==> src/rtl/motion_bbox_pkg.sv <==
// Shared definitions for the motion bounding-box block: grid limits,
// coordinate widths, FSM encodings and accumulator init values.
package motion_bbox_pkg;

  localparam int DS_W_DEF = 320;
  localparam int DS_H_DEF = 180;
  localparam int DSX_W    = 10;
  localparam int DSY_W    = 9;

  localparam logic [0:0] ST_IDLE  = 1'b0;
  localparam logic [0:0] ST_ACCUM = 1'b1;

  // Min registers start at all-ones so the first hit always wins the compare
  localparam logic [DSX_W-1:0] X_MIN_INIT = '1;
  localparam logic [DSX_W-1:0] X_MAX_INIT = '0;
  localparam logic [DSY_W-1:0] Y_MIN_INIT = '1;
  localparam logic [DSY_W-1:0] Y_MAX_INIT = '0;

endpackage

==> src/rtl/motion_result_reg.sv <==
// Valid/ready holding register for one result record, with overrun flag
// when a new record lands on one that has not been accepted.
module motion_result_reg #(
  parameter int REC_W = 8
) (
  input  logic             clk,
  input  logic             rst,
  input  logic             load,
  input  logic [REC_W-1:0] next_rec,
  input  logic             ready,
  output logic             valid,
  output logic [REC_W-1:0] rec,
  output logic             overrun
);

  // A load coinciding with acceptance is not an overrun: the old record leaves
  assign overrun = load && valid && !ready;

  always_ff @(posedge clk) begin
    if (rst) begin
      valid <= 1'b0;
      rec   <= '0;
    end else if (load) begin
      valid <= 1'b1;
      rec   <= next_rec;
    end else if (valid && ready) begin
      valid <= 1'b0;
    end
  end

endmodule

==> src/rtl/motion_bbox.sv <==
// Accumulates one frame of motion flags into a saturating pixel count and a
// min/max bounding box, publishing a record at end of frame.
module motion_bbox
  import motion_bbox_pkg::*;
#(
  parameter int DS_W       = DS_W_DEF,
  parameter int DS_H       = DS_H_DEF,
  parameter int MIN_PIXELS = 16,
  parameter int CNT_W      = 16
) (
  input  logic             clk,
  input  logic             rst,
  input  logic             i_vld,
  input  logic             i_sof,
  input  logic             i_eof,
  input  logic [DSX_W-1:0] i_dx,
  input  logic [DSY_W-1:0] i_dy,
  input  logic             i_motion,
  input  logic             i_ready,
  output logic             o_valid,
  output logic             o_detect,
  output logic [CNT_W-1:0] o_count,
  output logic [DSX_W-1:0] o_x_min,
  output logic [DSX_W-1:0] o_x_max,
  output logic [DSY_W-1:0] o_y_min,
  output logic [DSY_W-1:0] o_y_max,
  output logic [1:0]       o_err
);

  localparam int REC_W = 1 + CNT_W + 2 * DSX_W + 2 * DSY_W;
  localparam logic [DSX_W-1:0] X_LIM   = DSX_W'(DS_W);
  localparam logic [DSY_W-1:0] Y_LIM   = DSY_W'(DS_H);
  localparam logic [CNT_W-1:0] CNT_MIN = CNT_W'(MIN_PIXELS);

  function automatic logic [CNT_W-1:0] sat_inc(input logic [CNT_W-1:0] v);
    return (&v) ? v : v + CNT_W'(1);
  endfunction

  logic [0:0]       state;
  logic [CNT_W-1:0] cnt, cnt_nx;
  logic [DSX_W-1:0] x_min, x_max, x_min_nx, x_max_nx;
  logic [DSY_W-1:0] y_min, y_max, y_min_nx, y_max_nx;
  logic             sof, eof, active, hit, detect, rec_load, overrun;
  logic [REC_W-1:0] next_rec, rec;

  // Stage 0: next accumulator values, including the current pixel
  always_comb begin
    sof    = i_vld && i_sof;
    eof    = i_vld && i_eof;
    active = sof || (state == ST_ACCUM);
    hit    = i_vld && i_motion && (i_dx < X_LIM) && (i_dy < Y_LIM);

    cnt_nx   = sof ? '0 : cnt;
    x_min_nx = sof ? X_MIN_INIT : x_min;
    x_max_nx = sof ? X_MAX_INIT : x_max;
    y_min_nx = sof ? Y_MIN_INIT : y_min;
    y_max_nx = sof ? Y_MAX_INIT : y_max;

    if (hit) begin
      cnt_nx = sat_inc(cnt_nx);
      if (i_dx < x_min_nx) x_min_nx = i_dx;
      if (i_dx > x_max_nx) x_max_nx = i_dx;
      if (i_dy < y_min_nx) y_min_nx = i_dy;
      if (i_dy > y_max_nx) y_max_nx = i_dy;
    end

    rec_load = eof && active;
    detect   = (cnt_nx >= CNT_MIN);
    // Bounding box is meaningless below threshold, so it is reported as zero
    next_rec = {detect, cnt_nx,
                detect ? x_min_nx : '0, detect ? x_max_nx : '0,
                detect ? y_min_nx : '0, detect ? y_max_nx : '0};
  end

  // Stage 1: accumulator, FSM and sticky error registers
  always_ff @(posedge clk) begin
    if (rst) begin
      state <= ST_IDLE;
      cnt   <= '0;
      x_min <= X_MIN_INIT;
      x_max <= X_MAX_INIT;
      y_min <= Y_MIN_INIT;
      y_max <= Y_MAX_INIT;
      o_err <= 2'b00;
    end else begin
      if (active) begin
        cnt   <= cnt_nx;
        x_min <= x_min_nx;
        x_max <= x_max_nx;
        y_min <= y_min_nx;
        y_max <= y_max_nx;
      end
      if (sof) state <= eof ? ST_IDLE : ST_ACCUM;
      else if (eof && state == ST_ACCUM) state <= ST_IDLE;
      if (sof && state == ST_ACCUM) o_err[1] <= 1'b1;
      if (overrun) o_err[0] <= 1'b1;
    end
  end

  motion_result_reg #(.REC_W(REC_W)) u_result (
    .clk      (clk),
    .rst      (rst),
    .load     (rec_load),
    .next_rec (next_rec),
    .ready    (i_ready),
    .valid    (o_valid),
    .rec      (rec),
    .overrun  (overrun)
  );

  assign {o_detect, o_count, o_x_min, o_x_max, o_y_min, o_y_max} = rec;

endmodule

==> config.mk <==
export PLATFORM = sky130hd
export DESIGN_NAME = motion_bbox
export DESIGN_NICKNAME = d
export VERILOG_FILES = /design/src/rtl/motion_bbox_pkg.sv /design/src/rtl/motion_result_reg.sv /design/src/rtl/motion_bbox.sv
export SDC_FILE = /design/constraint.sdc
export NUM_CORES = 1
export LEC_CHECK = 0
export CAP_MARGIN = 10
export CORE_ASPECT_RATIO = 1.1
export CORE_UTILIZATION = 55
export CTS_CLUSTER_DIAMETER = 60
export DETAILED_ROUTE_END_ITERATION = 10
export PLACE_DENSITY = 0.91
export SLEW_MARGIN = 30
export SYNTH_ARGS = -nofsm -noshare
export SYNTH_HDL_FRONTEND = slang
export SYNTH_SLANG_ARGS = --single-unit
==> constraint.sdc <==
create_clock -name clk -period 6 [get_ports clk]
set_input_delay 1.2 -clock clk [delete_from_list [all_inputs] [get_ports clk]]
set_output_delay 1.2 -clock clk [all_outputs]
set_load 0.005 [all_outputs]
# After elaboration in Yosys (flattened, before gate mapping)
# Cells that the tools add are included.
# classes
n_lt_le_gt_ge	7
n_addsub	1
reduce_logical	16
mux	24
# ops
cell	n
$mux W10	8
$mux W9	8
$mux W16	3
$add A16 B1 Y16 const B	1
$ge A16 B5 Y1 const B	1
$reduce_and A16 Y1	1
$logic_and A1 B1 Y1	11
$gt A10 B10 Y1	1
$lt A10 B10 Y1	1
$lt A10 B9 Y1 const B	1
$gt A9 B9 Y1	1
$lt A9 B8 Y1 const B	1
$lt A9 B9 Y1	1
$mux W1	5
$reduce_bool A2 Y1	2
$logic_not A1 Y1	1
$logic_or A1 B1 Y1	1
# totals
elab_cells	58
register_bits	113
inputBits	26
out_inout_bits	58

# Depth between registers and ports, before layout
# depth
ltp_word	7
mapped_depth	16
depth_no_buf	11

# Hierarchy
# From an unflattened synthesis, not the netlist that was laid out.
# hier_totals
hier_cells	733
area_unflattened_um2	6177.2
# by_module_without_submodules
mod	cells_each	seq_area_each_um2	instances	area_each_um2
motion_bbox	551	1141.1	1	4156.5
motion_result_reg	182	1121.1	1	2020.7

# Least setup slack after synthesis
# No wires, ideal clock.
# synth_path
path_kind	input to register
start	in i_vld
end	reg u_result.rec[16]
path_stages	16
setup_slack_ns	1.347
setup_ns	0.116
t_required_ns	5.884
t_arrival_ns	4.537
path_buffers	5
cell_sequence	buf_2 -> nand2_1 -> clkbuf_1 -> clkbuf_1 -> and2_1 -> ha_1 -> and4_1 -> nand4_1 -> nor3_4 -> nor4b_1 -> nor4_1 -> or4b_4 -> o31ai_4 -> buf_6 -> buf_6 -> o21ai_1
# synth_between
elab_chain_cells	7
elab_cells_between_ends	18
classes_between	add/sub (1); order compare (2); mux (7); reduce/logical (8)
# synth_rtl
element	line_no	text
from (decl)	motion_bbox.sv:13	input logic i_vld,
$logic_and A1 B1 Y1	motion_bbox.sv:48	sof = i_vld && i_sof;
$mux W16	motion_bbox.sv:53	cnt_nx = sof ? '0 : cnt;
$add A16 B1 Y16 / $reduce_and A16 Y1 (equally long branches)	motion_bbox.sv:36	return (&v) ? v : v + CNT_W'(1);
$mux W16	motion_bbox.sv:36	
$mux W16	motion_bbox.sv:59	if (hit) begin
$ge A16 B5 Y1	motion_bbox.sv:68	detect = (cnt_nx >= CNT_MIN);
$mux W9	motion_bbox.sv:72	detect ? y_min_nx : '0, detect ? y_max_nx : '0};
to (signal assigned)	motion_result_reg.sv:25	rec <= next_rec;
to (decl)	motion_result_reg.sv:12	output logic [REC_W-1:0] rec,
# Parallel ways exist; a longest one is shown, timed or not.
# A chain may end at the register's enable or synchronous reset.

# Worst setup path in the final report
# layout_path
start	in i_sof
end	reg u_result.rec[3]
# layout_between
elab_chain_cells	7
elab_cells_between_ends	14
classes_between	add/sub (1); order compare (2); mux (7); reduce/logical (4)
# layout_rtl
element	line_no	text
from (decl)	motion_bbox.sv:14	input logic i_sof,
$logic_and A1 B1 Y1 (*)	motion_bbox.sv:48	
$mux W16	motion_bbox.sv:53	
$add A16 B1 Y16 / $reduce_and A16 Y1 (equally long branches)	motion_bbox.sv:36	
$mux W16	motion_bbox.sv:36	
$mux W16	motion_bbox.sv:59	
$ge A16 B5 Y1	motion_bbox.sv:68	
$mux W9	motion_bbox.sv:72	
# Every way passes the cells marked *; elsewhere a longest branch is shown, timed or not.

==> results.sh <==
export IMPL_status="finished clean"
export IMPL_clock_latency_ns=0.42
export IMPL_grt_pass1_wl_mm=26.14
export IMPL_leakage_nw=2.708
export IMPL_critPathBufInv=2
export IMPL_grt_busiest_layer="met2"
export IMPL_synth_top_cell_area_share=0.3816
export IMPL_overflow=0
export IMPL_antenna_found_initial=0
export IMPL_critical_path_top_delay_family="simple AND/OR/NAND/NOR gates"
export IMPL_rows=39
export IMPL_async_flop_share=0
export IMPL_synth_cell_type_count=53
export IMPL_layout_drive_gt1_share=0.07341
export IMPL_fp_dieArea_um2=11200
export IMPL_worstSetupPathType="in2reg"
export IMPL_postSynthCellCount=756
export IMPL_dp_slack_ns=0.8302
export IMPL_synth_edf_count=0
export IMPL_worstPathMaxFanout=38
export IMPL_period_share=0.8100
export IMPL_cp_cell_sequence="clkdlybuf4s50_1 > nand2_1 > and2_1 > ha_1 > and4_1 > nand4_1 > nor3_4 > nor4b_1 > nor4_1 > or4b_4 > o31ai_4 > buf_4 > o21ai_1"
export IMPL_rsz0062_at_grt="false"
export IMPL_tns_ns=0
export IMPL_cts_sinks=113
export IMPL_required_ns=6.28
export IMPL_max_stage_delay_ns=0.58
export IMPL_grt_max_degree=78
export IMPL_hold_viol_final=0
export IMPL_wire_per_inst_um=16.37
export IMPL_dp_final_hpwl_mm=10.29
export IMPL_finalWeightedCongestion=0.9114
export IMPL_drtAntennaViolNets=0
export IMPL_vias=5803
export IMPL_worstMarginPinSlew_ns=0.8912
export IMPL_io_pins=84
export IMPL_avgViaCountPerCell=5.958
export IMPL_start_kind="input port"
export IMPL_cts_setup_buffers=0
export IMPL_start_util=0.5677
export IMPL_maxCapViolations=0
export IMPL_use_met1=0.3668
export IMPL_wl_mm=15.95
export IMPL_path_clk_slew_ns=0.05
export IMPL_initialDrtViolationCount=499
export IMPL_syn_area_um2=5928
export IMPL_cts_root_buffer="clkbuf_16"
export IMPL_grt_usage=0.2979
export IMPL_die_width_um=101.0
export IMPL_crit_slowest_cell="clkdlybuf4s50_1"
export IMPL_core_um2=10440
export IMPL_yosysWarnings=0
export IMPL_die_y_um=110.9
export IMPL_diodes=0
export IMPL_synth_area_leaders="dfxtp_1 38%, nand2_1 8.7%, ha_1 7.8%"
export IMPL_numCtsBuffers=17
export IMPL_finalSetupViolCount=0
export IMPL_avgSynthCellArea_um2=7.842
export IMPL_fin_nets=881
export IMPL_grt_pass1_vias=5488
export IMPL_clock_path_buffers=2
export IMPL_numPortBuffers=83
export IMPL_relSlewSlack=0.4013
export IMPL_ys_flop_type="dfxtp_1"
export IMPL_h_tree_depth=4
export IMPL_yosys_area_top_type="dfxtp_1"
export IMPL_post_dp_cell_area_um2=6794
export IMPL_area_growth_pct=25.98
export IMPL_drc_errors=0
export IMPL_synth_seq_cells=113
export IMPL_ir_drop_v=0.0002040
export IMPL_postCtsHoldBufs=0
export IMPL_holdWs_ns=0.4429
export IMPL_finalWorstSetupSlack_ns=1.140
export IMPL_use_met3=0.07440
export IMPL_post_cts_resized=0
export IMPL_power_density_nw_per_um2=270.4
export IMPL_maxSlewViolCount=0
export IMPL_timing_final_crit_period_ns=4.860
export IMPL_crit_arrival_ns=5.14
export IMPL_use_met2=0.4790
export IMPL_fin_area_um2=7468
export IMPL_first_pass_iters=5
export IMPL_max_freq_ghz=0.2058
export IMPL_syn_nets=819
export IMPL_yosysSeqAreaShare=0.3816
export IMPL_hold_path_class="reg2reg"
export IMPL_cts_tree="yes"
export IMPL_clock_skew_ns=0.007059
export IMPL_end_kind="flip-flop"
==> per-stage QoR <==
step	instances	utilization	power (W)
floorplan	756	-	0.0008391
global placement	942	0.6506	0.0008919
detailed placement	942	0.6506	0.0008946
CTS	974	0.7151	0.002024
global route	974	0.7152	0.002079
finish	974	0.7152	0.002019
==> routing by layer <==
layer  vias up  part of all wire
met5         -                 0
met4         0             0.034
met3        56             0.074
met2       262              0.47
met1      2708              0.42
li1       2777                 -
==> area by class of cell <==
type	instances	area (µm²)
inverter	12	45.04
timing repair buffer	93	900.9
clock inverter	9	175.2
sequential	113	2262
fill	764	2974
tap	143	178.9
multi-input combinational	581	3408
clock buffer	23	498.0
==> worst paths after layout <==
kind                                  from                            end  slack, ns  cells after the start
max                                  i_sof   u_result.rec[3]$_SDFFE_PP0P_       1.14                     13
min          u_result.rec[11]$_SDFFE_PP0P_  u_result.rec[11]$_SDFFE_PP0P_       0.44                      2
max reg2reg            cnt[0]$_SDFFE_PP0P_   u_result.rec[3]$_SDFFE_PP0P_       2.57                     11
min reg2reg  u_result.rec[11]$_SDFFE_PP0P_  u_result.rec[11]$_SDFFE_PP0P_       0.44                      2
==> cell families after synthesis <==
| group | share of synthesized area |
|---|---|
| adders and majority gates | 0.07809 |
| DFF | 0.3816 |
| muxes | 0.02174 |
| xor gates and xnor gates | 0.02216 |
| and+or+nand+nor | 0.2440 |
| buffers and inverters | 0.04411 |
| AOI/OAI and AO/OA | 0.2083 |
==> placed cells by master (no fill, tap or decap), drive strengths merged, types with 8 or more instances in the layout <==
cell type / count
nand2: 138
a22oi: 9
nand4: 12
nor3: 11
xor2: 9
nand3: 26
a21o: 12
nand2b: 12
ha: 37
clkbuf: 23
clkdlybuf4s50: 82
a211oi: 12
o21ai: 68
nor2: 82
inv: 12
dfxtp: 113
buf: 11
a21oi: 65
and2: 8
o32ai: 9
==> where the power goes <==
group          leakage, nW  switching, W  internal, W
combinational         1.47     0.0000801    0.0000454
sequential           0.912    0.00000388     0.000756
clock                0.325      0.000344     0.000790
==> registers in the layout (all words and copies together), names as in the netlist <==
signal	count
cnt	16
y_max	9
u_result.valid	1
o_err	2
u_result.rec	55
x_max	10
x_min	10
state	1
y_min	9
==> synth_stat cells (8+ instances only) <==
library cell,count
nor3_1,10
and2_1,8
o21ai_1,38
o32ai_1,9
a21oi_1,65
clkbuf_1,39
inv_1,12
nor2_1,82
a211oi_1,12
nand2b_1,12
ha_1,37
dfxtp_1,113
xor2_1,9
nand4_1,12
nand2_1,138
nand3_1,26
a21o_1,12
a22oi_1,9
o21ai_0,30
==> worst reg2reg max path, stage by stage (launching register included) <==
cell	delay, ns
dfxtp_1	0.35
and2_1	0.19
ha_1	0.30
and4_1	0.22
nand4_1	0.16
nor3_4	0.36
nor4b_1	0.10
nor4_1	0.31
or4b_4	0.52
o31ai_4	0.18
buf_4	0.40
o21ai_1	0.19
Power figures use the tool's default switching activity.
